==> config.mk <==
export PLATFORM = sky130hd
export DESIGN_NAME = rr_mux_arbiter_2x1
export DESIGN_NICKNAME = d
export VERILOG_FILES = /design/src/rtl/arb_pkg.sv /design/src/rtl/rr_mux_arbiter_2x1_mux2.sv /design/src/rtl/rr_mux_arbiter_2x1.sv
export SDC_FILE = /design/constraint.sdc
export NUM_CORES = 1
export LEC_CHECK = 0
export CORE_MARGIN = 1
export CORE_UTILIZATION = 36
export DETAILED_ROUTE_END_ITERATION = 8
export MAX_ROUTING_LAYER = met4
export PLACE_DENSITY = 0.74
export SKIP_LAST_GASP = 1
export SLEW_MARGIN = 15
export SYNTH_ARGS = -nofsm -noshare
export SYNTH_HDL_FRONTEND = slang
export SYNTH_HIERARCHICAL = 1
export SYNTH_SLANG_ARGS = --single-unit
==> constraint.sdc <==
create_clock -name clk -period 2.1 [get_ports clk]
set_clock_uncertainty 0.15 [all_clocks]
set_input_delay 0.42 -clock clk [delete_from_list [all_inputs] [get_ports clk]]
set_output_delay 0.42 -clock clk [all_outputs]
set_load 0.05 [all_outputs]
==> src/rtl/arb_pkg.sv <==
// Shared types and constants for the two-requester round-robin mux arbiter.
package arb_pkg;

  typedef enum logic [0:0] {
    IDLE  = 1'b0,
    GRANT = 1'b1
  } state_t;

  localparam logic REQ0 = 1'b0;
  localparam logic REQ1 = 1'b1;

endpackage

==> src/rtl/rr_mux_arbiter_2x1_mux2.sv <==
// Single-bit 2:1 steering mux cell; replicated per bit by the arbiter top.
module rr_mux_arbiter_2x1_mux2 (
  input  logic a,
  input  logic b,
  input  logic s,
  output logic y
);

  assign y = s ? b : a;

endmodule

==> src/rtl/rr_mux_arbiter_2x1.sv <==
// Packet-locked round-robin arbiter sharing one valid/ready channel between two
// requesters, with an optional per-grant beat limit that forces release.
module rr_mux_arbiter_2x1
  import arb_pkg::*;
#(
  parameter int DATA_W    = 8,
  parameter int MAX_BURST = 16
) (
  input  logic              clk,
  input  logic              rst,
  input  logic              req0_valid,
  input  logic [DATA_W-1:0] req0_data,
  input  logic              req0_last,
  output logic              req0_ready,
  input  logic              req1_valid,
  input  logic [DATA_W-1:0] req1_data,
  input  logic              req1_last,
  output logic              req1_ready,
  output logic              out_valid,
  output logic [DATA_W-1:0] out_data,
  output logic              out_last,
  input  logic              out_ready,
  output logic              sel,
  output logic              busy
);

  localparam int CNT_W_RAW = $clog2(MAX_BURST + 1);
  localparam int CNT_W     = (CNT_W_RAW < 1) ? 1 : CNT_W_RAW;
  localparam int LIMIT_I   = (MAX_BURST == 0) ? 0 : MAX_BURST - 1;
  localparam logic [CNT_W-1:0] LIMIT = LIMIT_I[CNT_W-1:0];
  localparam bit LIMIT_EN  = (MAX_BURST != 0);
  localparam int MUX_W     = DATA_W + 2;

  state_t           state;
  logic             prio;
  logic [CNT_W-1:0] beat_cnt;

  logic [MUX_W-1:0] mux_in0;
  logic [MUX_W-1:0] mux_in1;
  logic [MUX_W-1:0] mux_out;
  logic             mux_valid;
  logic             transfer;
  logic             release_now;

  assign mux_in0 = {req0_valid, req0_last, req0_data};
  assign mux_in1 = {req1_valid, req1_last, req1_data};

  for (genvar i = 0; i < MUX_W; i++) begin : g_mux
    rr_mux_arbiter_2x1_mux2 u_mux (
      .a(mux_in0[i]),
      .b(mux_in1[i]),
      .s(sel),
      .y(mux_out[i])
    );
  end

  assign mux_valid = mux_out[MUX_W-1];
  assign out_last  = mux_out[MUX_W-2];
  assign out_data  = mux_out[DATA_W-1:0];

  // Channel handshake: only the granted requester sees the sink's ready.
  always_comb begin
    out_valid  = 1'b0;
    req0_ready = 1'b0;
    req1_ready = 1'b0;
    if (busy) begin
      out_valid  = mux_valid;
      req0_ready = (sel == REQ0) ? out_ready : 1'b0;
      req1_ready = (sel == REQ1) ? out_ready : 1'b0;
    end else begin
      out_valid  = 1'b0;
    end
  end

  assign transfer    = out_valid & out_ready;
  assign release_now = transfer & (out_last | (LIMIT_EN & (beat_cnt == LIMIT)));

  // Arbiter FSM, priority pointer and burst counter.
  always_ff @(posedge clk or posedge rst) begin
    if (rst) begin
      state    <= IDLE;
      sel      <= REQ0;
      prio     <= REQ0;
      busy     <= 1'b0;
      beat_cnt <= '0;
    end else begin
      case (state)
        IDLE: begin
          if (req0_valid && req1_valid) begin
            sel   <= prio;
            state <= GRANT;
            busy  <= 1'b1;
          end else if (req0_valid) begin
            sel   <= REQ0;
            state <= GRANT;
            busy  <= 1'b1;
          end else if (req1_valid) begin
            sel   <= REQ1;
            state <= GRANT;
            busy  <= 1'b1;
          end else begin
            state <= IDLE;
            busy  <= 1'b0;
          end
        end
        GRANT: begin
          if (release_now) begin
            state    <= IDLE;
            busy     <= 1'b0;
            beat_cnt <= '0;
            prio     <= ~sel;
          end else if (transfer && LIMIT_EN) begin
            beat_cnt <= beat_cnt + {{(CNT_W-1){1'b0}}, 1'b1};
          end else begin
            beat_cnt <= beat_cnt;
          end
        end
        default: begin
          state    <= IDLE;
          busy     <= 1'b0;
          beat_cnt <= '0;
        end
      endcase
    end
  end

endmodule

After elaboration in Yosys (flattened, before gate mapping)
Index checks and enable logic that the tools add are counted.
{"block": "word_totals", "romBits": 0, "latchBits": 0, "register_bits": 9, "mem_count": 0, "input_bits": 23, "ram_bits": 0}
{"block": "classes", "addsub": 1, "shift": 0, "n_reduce_logical": 6, "bitwise": 5, "multipliers": 0, "muxes": 27, "div": 0, "order_cmp": 0, "n_eq_ne": 2}
{"op": "2-to-1 mux 1 bit", "n": 23}
{"op": "2-to-1 mux 5 bit", "n": 2}
{"op": "AND reduction 2 bit", "n": 3}
{"op": "adder 5 x 1 -> 5 bit (second input constant)", "n": 1}
{"op": "equality test 5 x 4 -> 1 bit (second input constant)", "n": 1}
{"op": "one-hot mux 1 bit (2 select lines)", "n": 2}
{"op": "nonzero test 3 bit", "n": 1}
{"op": "bitwise AND 1 bit", "n": 2}
{"op": "inequality test 2 x 1 -> 1 bit (second input constant)", "n": 1}
{"op": "inverter 1 bit", "n": 2}
{"op": "nonzero test 2 bit", "n": 1}
{"op": "logical AND 1 bit", "n": 1}
{"op": "OR 1 bit", "n": 1}

Depth between registers and ports, before layout
Gate-level depths: netlist of the first run.
{"block": "logic_depth", "word_depth": 6, "mapped_depth": 6, "mapped_depth_nobuf": 6}

Cells and area by module
The synthesis of the first run kept the hierarchy.
{"mod": "rr_mux_arbiter_2x1", "area_each_um2": 486.7, "cells_each": 48, "n_inst": 1, "seq_area_each_um2": 225.2}
{"mod": "rr_mux_arbiter_2x1_mux2", "area_each_um2": 15.0, "cells_each": 1, "n_inst": 10, "seq_area_each_um2": 0.0}

Least setup slack after synthesis of the first run
No wires, ideal clock.
{"block": "synth_timing", "path_kind": "reg2out", "start": "register sel", "end": "output port out_valid", "path_buffers": 0, "arrival_ps": 1627, "path_stages_with_launch": 3, "required_ps": 1530, "slack_ps": -97, "path_cell_list": "dfrtp_1 -> mux2_4 -> and2_2"}
{"block": "synth_between", "elab_chain_len": 2}
{"item": "from (decl)", "line_no": "rr_mux_arbiter_2x1.sv:23", "text": "output logic sel,"}
{"item": "from (signal assigned)", "line_no": "rr_mux_arbiter_2x1.sv:90", "text": "sel <= prio;"}
{"item": "2-to-1 mux 1 bit", "line_no": "rr_mux_arbiter_2x1_mux2.sv:9", "text": "assign y = s ? b : a;"}
{"item": "net mux_valid", "line_no": "rr_mux_arbiter_2x1.sv:41", "text": "logic mux_valid;"}
{"item": "2-to-1 mux 1 bit", "line_no": "rr_mux_arbiter_2x1.sv:66", "text": "if (busy) begin"}
{"item": "to (decl)", "line_no": "rr_mux_arbiter_2x1.sv:19", "text": "output logic out_valid,"}
The timed path passes the listed nets, and every way through them passes these cells.

Worst setup path in the final report of the first run
{"block": "layout_timing", "start": "input port req1_valid", "end": "output port out_valid"}
{"block": "layout_between", "elab_chain_len": 2}
{"item": "from (decl)", "line_no": "rr_mux_arbiter_2x1.sv:15", "text": "input logic req1_valid,"}
{"item": "2-to-1 mux 1 bit", "line_no": "rr_mux_arbiter_2x1_mux2.sv:9"}
{"item": "net mux_valid", "line_no": "rr_mux_arbiter_2x1.sv:41"}
{"item": "2-to-1 mux 1 bit", "line_no": "rr_mux_arbiter_2x1.sv:66"}
The timed path passes the listed nets, and every way through them passes these cells.

==> results.json, run 1 <==
{
  "status": "finished, final reports clean",
  "path_max_fanout": 2,
  "grt_pass1_vias": 645,
  "die_w_um": 44.06,
  "dr.pass1.iters": 6,
  "clock_latency_ns": 0.27,
  "max_stage_delay_ns": 0.43,
  "routed_via_density": 5.051,
  "num_rows": 14,
  "layout-drive-gt1-share": 0.4059,
  "p_leak_nw": 0.5492,
  "yosysMostFrequentCell": "mux2_4",
  "fp.dieH_um": 44.06,
  "peakVddDrop_mv": 1.012,
  "endpoint_kind": "primary output",
  "worstPathArrival_ns": 1.49,
  "antenna_found_initial": 0,
  "cp-start-kind": "input pin",
  "synth_edf_count": 0,
  "ys_seq_area_frac": 0.3536,
  "num_vias": 591,
  "wl_um": 1797,
  "detail-route-antenna-nets": 0,
  "post_cts_buffers": 0,
  "cts.sinks": 9,
  "postCtsHoldBufs": 0,
  "power.total_w": 0.001567,
  "cts_tree": "done",
  "synth_top_area_cell": "dfrtp_1",
  "cts_buffer_depth": 2,
  "coreArea_um2": 1577,
  "fin_crit_ns": 2.063,
  "fmaxAchievable_mhz": 484.7,
  "crit_chain": "clkdlybuf4s50_1 > mux2_4 > and2_2 > buf_4",
  "hold_path_class": "in -> async",
  "syn_inst": 58,
  "drtIter0Drc": 22,
  "worstSetupPathType": "in -> out",
  "port_buffers": 36,
  "drc_errors": 0,
  "crit_buf_inv": 2,
  "grt_max_degree": 13,
  "crit_required_ns": 1.53,
  "rsz0062_at_grt": "no",
  "start_util": 0.4040,
  "io_pins": 37,
  "synth_warnings": 6,
  "wl_per_cell_um": 15.36,
  "synth-main-ff-cell": "dfrtp_1",
  "crit_family": "buffers and inverters",
  "grt_pass1_wl_um": 3036,
  "hold_viol": 0,
  "cp_slowest_cell": "clkdlybuf4s50_1",
  "htreeDepth": 1,
  "grt.total_usage": 0.2245,
  "max_slew_margin": 0.7643,
  "whs_ns": 0.2646,
  "worstMarginPinSlew_ns": 0.3532,
  "synth_commonest_cells": "mux2_4, dfrtp_1, nand2_1",
  "synth_fp_nets": 83,
  "ys_ff_latch": 9,
  "syn_to_final_growth_pct": 87.23,
  "finalCritPeriodShare": 0.9824,
  "setup_viol": 0,
  "die-area_um2": 1941,
  "synth_area_leaders": "dfrtp_1, mux2_4, ha_1",
  "ctsResizeCount": 0,
  "place_congestion": 0.7180,
  "cts_buffers": 3,
  "n_antenna_cell": 0,
  "tns_ns": 0,
  "syn_area_per_cell_um2": 10.98,
  "p_per_area_nw_per_um2": 1314,
  "dpl.hpwl_um": 1483,
  "drv_cap": 0,
  "yosys.area.top_type_share": 0.3536,
  "place_area_um2": 1165,
  "synthDistinctLibCells": 23,
  "design_area_um2": 1192,
  "gr-total-overflow": 0,
  "fillCellCount": 108,
  "fin_util": 0.7563,
  "slew_viol_final": 0,
  "async_flop_share": 1.000,
  "synthesis.area_um2": 636.9,
  "root_buffer": "clkbuf_4",
  "nets": 127,
  "clk_pin_slew_ns": 0.07
}
[routing by layer]
layer / GRT usage / part of all wire / vias up
met5: - / 0 / -
met4: 0.04242 / 0.015 / 0
met3: 0.06531 / 0.036 / 2
met2: 0.4029 / 0.56 / 16
met1: 0.2461 / 0.39 / 275
li1: - / - / 298
[area by class of cell]
type,instances,area (um^2),share of cell area
inverter,3,11.26,0.009444
tap,16,20.02,0.01679
clock buffer,3,22.52,0.01889
sequential,9,226.5,0.1899
timing repair buffer,40,518.0,0.4344
multi-input combinational,45,389.1,0.3263
clock inverter,1,5.005,0.004197
[worst paths after layout]
check	start	endpoint	slack, ns	cells past startpoint
min	rst	beat_cnt[4]$_DFFE_PP0P_	0.26	2
max	req1_valid	out_valid	0.04	4
max in group asynchronous	rst	sel$_DFFE_PP0P_	1.25	2
min reg2reg	beat_cnt[4]$_DFFE_PP0P_	beat_cnt[4]$_DFFE_PP0P_	0.33	2
max reg2reg	beat_cnt[0]$_DFFE_PP0P_	beat_cnt[3]$_DFFE_PP0P_	0.22	6
min in group clk	beat_cnt[4]$_DFFE_PP0P_	beat_cnt[4]$_DFFE_PP0P_	0.33	2
[metrics by stage]
step,worst slack (ns),cells
after floorplan,0.1070,58
after global placement,0.04486,113
after detailed placement,0.03884,113
after CTS,0.03334,117
after global routing,0.02037,117
final,0.03686,117
[where the power goes]
| group | switching, W | internal, W |
|---|---|---|
| registers | 0.0000774 | 0.000227 |
| logic | 0.000574 | 0.000552 |
| clock network | 0.0000670 | 0.0000705 |
[worst register-to-register path, cell delays in order, from the launching register on]
cell and delay, ns:
dfrtp_1 0.42, ha_1 0.25, and3_1 0.19, ha_1 0.27
nor2_4 0.23, nand2b_4 0.08, o31ai_2 0.20
[cells in the final DEF, fill, tap and decap left out, drive strengths merged]
cell type       n
a21oi           1
a311oi          1
a31oi           1
and2            1
and3            2
buf            18
clkbuf          3
clkdlybuf4s50  22
clkinv          1
dfrtp           9
ha              2
inv             3
mux2           10
nand2           6
nand2b          2
nand3           1
nand4           1
nor2            5
nor3            3
o21ai           6
o31ai           2
o41ai           1
[sequential cells by signal, indices dropped and copies added (netlist names)]
signal and flops:
prio 1, beat_cnt 5, sel 1, state 1, busy 1
[kinds of logic after synthesis]
family	synth area share
buffers and inverters	0.03536
AOI/OAI and AO/OA	0.1434
DFF	0.3536
muxes	0.2358
adders and majority gates	0.03929
and+or+nand+nor	0.1925
No activity file was read; power rests on OpenSTA's default activity.
==> run 2, diff against run 1 <==
--- a/config.mk
+++ b/config.mk
@@ -5,11 +5,13 @@
 export SDC_FILE = /design/constraint.sdc
 export NUM_CORES = 1
 export LEC_CHECK = 0
-export CORE_MARGIN = 1
-export CORE_UTILIZATION = 36
+export CORE_AREA = 2 2 39 41
 export DETAILED_ROUTE_END_ITERATION = 8
+export DIE_AREA = 0 0 41 43
+export DONT_BUFFER_PORTS = 1
 export MAX_ROUTING_LAYER = met4
-export PLACE_DENSITY = 0.74
+export PLACE_DENSITY = 0.6
+export RECOVER_POWER = 100
 export SKIP_LAST_GASP = 1
 export SLEW_MARGIN = 15
 export SYNTH_ARGS = -nofsm -noshare
==> run 2 against run 1 <==
Against the previous run:
- die area down 9.2%
- fmax up 5.6%
- sequential share of layout area up 16 points
- combinational power down 44%
- largest power group unchanged
- critical path depth down 2
- utilization down 28 points
- via count down 22%
- critical endpoint unchanged
- final cell count down 30%
- sequential power down 4%
- worst setup slack better by 0.11 ns
- first-iteration DRC count down 95%
- design area down 45%
==> results.json, run 2 (synthesized netlist as in run 1, its figures left out) <==
{
  "cts_buffer_depth": 2,
  "cp_slowest_cell": "dfrtp_2",
  "gr-total-overflow": 0,
  "whs_ns": 0.1070,
  "p_leak_nw": 0.2837,
  "nets": 92,
  "tns_ns": 0,
  "grt.total_usage": 0.1438,
  "htreeDepth": 1,
  "port_buffers": 0,
  "wl_um": 1143,
  "reg2reg_slack_ns": 0.21,
  "io_pins": 37,
  "endpoint_kind": "primary output",
  "largest_reg_flops": 5,
  "clock_latency_ns": 0.25,
  "hold_viol": 0,
  "dp_cells": 77,
  "grt_pass1_vias": 388,
  "root_buffer": "clkbuf_4",
  "highest_layer": "met4",
  "routed_via_density": 5.634,
  "worstPathArrival_ns": 1.38,
  "path_max_fanout": 7,
  "dr.pass1.iters": 2,
  "clk_pin_slew_ns": 0.06,
  "place_area_um2": 676.9,
  "fin_cells": 82,
  "slew_viol_final": 0,
  "cts_buffers": 3,
  "multi_input_area_um2": 339.1,
  "fp.dieH_um": 43,
  "fillCellCount": 151,
  "grt_max_degree": 12,
  "syn_to_final_growth_pct": 2.751,
  "final_cell_mix": "dfrtp_1, nand2_1, mux2_1",
  "post_cts_buffers": 0,
  "max_stage_delay_ns": 0.47,
  "worstMarginPinSlew_ns": 0.6199,
  "fmaxAchievable_mhz": 512.0,
  "die-area_um2": 1763,
  "grt_pass1_wl_um": 1642,
  "status": "finished, final reports clean",
  "ctsResizeCount": 0,
  "n_antenna_cell": 0,
  "start_util": 0.4602,
  "cts_tree": "done",
  "num_rows": 14,
  "met3_length_um": 86,
  "coreArea_um2": 1384,
  "worstSetupPathType": "reg -> out",
  "regMostFlops": "beat_cnt",
  "p_per_area_nw_per_um2": 1619,
  "max_slew_margin": 0.5867,
  "layout-drive-gt1-share": 0.2424,
  "dpl.hpwl_um": 913,
  "drv_cap": 0,
  "detail-route-antenna-nets": 0,
  "wl_met2_um": 551,
  "drc_errors": 0,
  "drtIter0Drc": 1,
  "cts.sinks": 9,
  "place_congestion": 0.7148,
  "seqCellArea_um2": 226.5,
  "hold_path_class": "in -> reg",
  "final_common_cell": "dfrtp_1",
  "peakVddDrop_mv": 1.019,
  "crit_chain": "mux2_1 > and2_2",
  "finalCritPeriodShare": 0.9301,
  "crit_required_ns": 1.53,
  "design_area_um2": 654.4,
  "rsz0062_at_grt": "no",
  "die_w_um": 41,
  "cp-start-kind": "register",
  "setup_viol": 0,
  "antenna_found_initial": 0,
  "wl_per_cell_um": 13.94,
  "fin_crit_ns": 1.953,
  "wl_met1_um": 496,
  "num_vias": 462
}
[run 2: changes by cell type in the layout (fill, tap and decap cells not counted), moves of 3 or more]
cell	delta
clkdlybuf4s50_1	-22
buf_12	-13
mux2_4	-9
mux2_1	+6
buf_4	-4
mux2_2	+3
[run 2: cell type report]
cell class | count | share of cell area
multi-input cells | 45 | 0.5182
flip-flops and latches | 9 | 0.3461
repair buffers | 5 | 0.04780
clock buffers | 4 | 0.04015
well taps | 16 | 0.03059
inverters | 3 | 0.01721
[run 2: timing repair]
item | in CTS | in global routing
hold buffers | 1 | 0
endpoints found under the setup margin | 0 | 0
hold endpoints to repair | 9 | 0
[run 2: worst max-delay path, delay by kind of cell, from the launching register on]
| family | cells | cell delay (ns) |
|---|---|---|
| AND/OR/NAND/NOR | 1 | 0.31 |
| multiplexers | 1 | 0.35 |
| flip-flops | 1 | 0.47 |
[run 2: path summary, 6_finish.rpt]
| check | startpoint | to | cells after the start |
|---|---|---|---|
| worst max-delay path | sel$_DFFE_PP0P_ | out_valid | 2 |
| worst min-delay path | req0_valid | sel$_DFFE_PP0P_ | 1 |
| worst max register to register | sel$_DFFE_PP0P_ | beat_cnt[3]$_DFFE_PP0P_ | 4 |
| worst min register to register | beat_cnt[4]$_DFFE_PP0P_ | beat_cnt[4]$_DFFE_PP0P_ | 2 |
| max in group asynchronous | rst | sel$_DFFE_PP0P_ | 2 |
| min in group asynchronous | rst | prio$_DFFE_PP0P_ | 2 |
[run 2: report_power, final]
part | internal [W] | switching, W | leakage [nW]
clock | 0.0000732 | 0.0000602 | 0.0150
sequential | 0.000227 | 0.0000653 | 0.112
combinational | 0.000157 | 0.000477 | 0.157
total | 0.000457 | 0.000603 | 0.284
[run 2: metal layers]
metal / GRT usage / vias up
met5: - / -
met4: 0.08000 / 0
met3: 0.05236 / 2
met2: 0.1781 / 14
met1: 0.1973 / 220
li1: - / 226
[run 2: metrics by stage]
stage                      power, W  setup WS [ns]    util
after floorplan           0.0009311         0.1070       -
after global placement     0.001027         0.3178  0.4892
after detailed placement   0.001031         0.2946  0.4892
after CTS                  0.001168         0.1427  0.5154
after global routing       0.001124        0.08913  0.4729
final                      0.001059         0.1468  0.4729
==> run 3, diff against run 2 <==
==> constraint.sdc (replaced) <==
create_clock -name clk -period 2.3 [get_ports clk]
set_clock_uncertainty 0.15 [all_clocks]
set_input_delay 0.46 -clock clk [delete_from_list [all_inputs] [get_ports clk]]
set_output_delay 0.46 -clock clk [all_outputs]
set_load 0.05 [all_outputs]
==> run 3 against run 2 <==
Against the previous run:
- routed wire length is 5.6% higher
- global-route usage is 2.4 points higher
- register-to-register slack better by 0.24 ns
- worst setup slack better by 0.11 ns
- power is 6.3% lower
- non-clock buffer count stayed put
- largest cell class unchanged
==> results.json, run 3 (synthesized netlist as in run 1, its figures left out) <==
{
  "place_congestion": 0.7297,
  "io_pins": 37,
  "final_cell_mix": "dfrtp_1, mux2_1, nand2_1",
  "die-area_um2": 1763,
  "grt_pass1_vias": 448,
  "combPwrFrac": 0.621,
  "peakVddDrop_mv": 1.004,
  "clock_latency_ns": 0.26,
  "nets": 92,
  "regMostFlops": "beat_cnt",
  "p_per_area_nw_per_um2": 1499,
  "tns_ns": 0,
  "setup_ws_ns": 0.2537,
  "power.internal_w": 0.0004325,
  "wl_um": 1207,
  "drtIter0Drc": 11,
  "die_w_um": 41,
  "port_buffers": 0,
  "drv_cap": 0,
  "fillCellCount": 136,
  "coreArea_um2": 1384,
  "cts_buffer_depth": 2,
  "dpl.hpwl_um": 941.9,
  "drc_errors": 0,
  "largest_reg_flops": 5,
  "num_vias": 457,
  "p_leak_nw": 0.2924,
  "post_cts_buffers": 0,
  "final_common_cell": "dfrtp_1",
  "antenna_found_initial": 0,
  "crit_chain": "buf_4 > nor2_1 > clkbuf_1",
  "wl_per_cell_um": 14.72,
  "worstPathArrival_ns": 1.44,
  "syn_to_final_growth_pct": 3.929,
  "grt.total_usage": 0.1674,
  "endpoint_kind": "primary output",
  "status": "finished, final reports clean",
  "start_util": 0.4602,
  "cts_tree": "done",
  "layout-drive-gt1-share": 0.1970,
  "hold_path_class": "in -> reg",
  "max_stage_delay_ns": 0.47,
  "pre_cts_ws_ns": 0.4711,
  "grt_pass1_wl_um": 1987,
  "fmaxAchievable_mhz": 488.7,
  "clkPwrFrac": 0.124,
  "htreeDepth": 1,
  "cts.sinks": 9,
  "clk_pin_slew_ns": 0.06,
  "crit_required_ns": 1.69,
  "setup_viol": 0,
  "rsz0062_at_grt": "no",
  "grt_max_degree": 12,
  "max_slew_margin": 0.6080,
  "root_buffer": "clkbuf_4",
  "detail-route-antenna-nets": 0,
  "slew_viol_final": 0,
  "worstSetupPathType": "reg -> out",
  "hold_viol": 0,
  "path_max_fanout": 11,
  "cp-start-kind": "register",
  "fin_crit_ns": 2.046,
  "num_rows": 14,
  "reg2regPathDepth": 6,
  "finalCritPeriodShare": 0.8897,
  "cts_buffers": 3,
  "p_seq_frac": 0.255,
  "p_sw_frac": 0.5641,
  "dr.pass1.iters": 4,
  "gr-total-overflow": 0,
  "switchingPower_w": 0.0005598,
  "routed_via_density": 5.573,
  "n_antenna_cell": 0,
  "worstMarginPinSlew_ns": 0.5905,
  "cp_slowest_cell": "clkbuf_1",
  "hold_depth": 1,
  "fp.dieH_um": 43
}
run 3: changes by cell type in the layout (fill, tap and decap cells not counted), sizes merged:
cell	previous run	this run
buf	1	3
clkbuf	7	5
run 3: routing by layer:
layer,GRT usage,share of wire
met2,0.2500,0.49
met3,0.02094,0.060
met5,-,0
met4,0.06000,0.0099
met1,0.2271,0.44
run 3: repair_timing:
action	4_1_cts	5_1_grt
endpoints found under the hold margin	9	0
hold buffers	1	0
gates resized for setup	0	0
run 3: path summary, 6_finish.rpt:
path,endpoint,from,slack [ns]
max,req0_ready,sel$_DFFE_PP0P_,0.25
min,sel$_DFFE_PP0P_,req0_valid,0.15
max reg2reg,beat_cnt[3]$_DFFE_PP0P_,beat_cnt[0]$_DFFE_PP0P_,0.45
min reg2reg,beat_cnt[4]$_DFFE_PP0P_,beat_cnt[4]$_DFFE_PP0P_,0.33
max in group asynchronous,beat_cnt[1]$_DFFE_PP0P_,rst,1.30
min in group asynchronous,state$_DFF_PP0_,rst,0.45
run 3: cell type report:
| cell class | count | area [um^2] | share of cell area |
|---|---|---|---|
| multi-input combinational | 45 | 342.8 | 0.5180 |
| sequential | 9 | 225.2 | 0.3403 |
| timing repair buffer | 5 | 36.28 | 0.05482 |
| clock buffer | 4 | 26.28 | 0.03970 |
| tap | 16 | 20.02 | 0.03025 |
| inverter | 3 | 11.26 | 0.01701 |
run 3: power groups by stage:
stage	clock network, W	registers, W	logic (W)
3_5_place_dp	0	0.000256	0.000686
3_3_place_gp	0	0.000255	0.000678
2_1_floorplan	0	0.000350	0.000502
5_1_grt	0.000134	0.000261	0.000654
4_1_cts	0.000125	0.000253	0.000688
6_report	0.000123	0.000253	0.000616
run 3: worst max-delay path, delay by kind of cell (launching register included):
family / cells / cell delay [ns]
buffers and inverters: 2 / 0.67
flip-flops: 1 / 0.40
AND/OR/NAND/NOR: 1 / 0.11
run 3: metrics by stage:
step | hold slack (ns) | total power (W) | area [um^2] | std cells | util
after floorplan | 0.1379 | 0.0008517 | 636.9 | 58 | -
after global placement | 0.1837 | 0.0009331 | 675.6 | 77 | 0.4882
after detailed placement | 0.1897 | 0.0009415 | 675.6 | 77 | 0.4882
after CTS | 0.1418 | 0.001067 | 711.9 | 82 | 0.5145
after global routing | 0.1456 | 0.001048 | 661.9 | 82 | 0.4783
final | 0.1451 | 0.0009923 | 661.9 | 82 | 0.4783
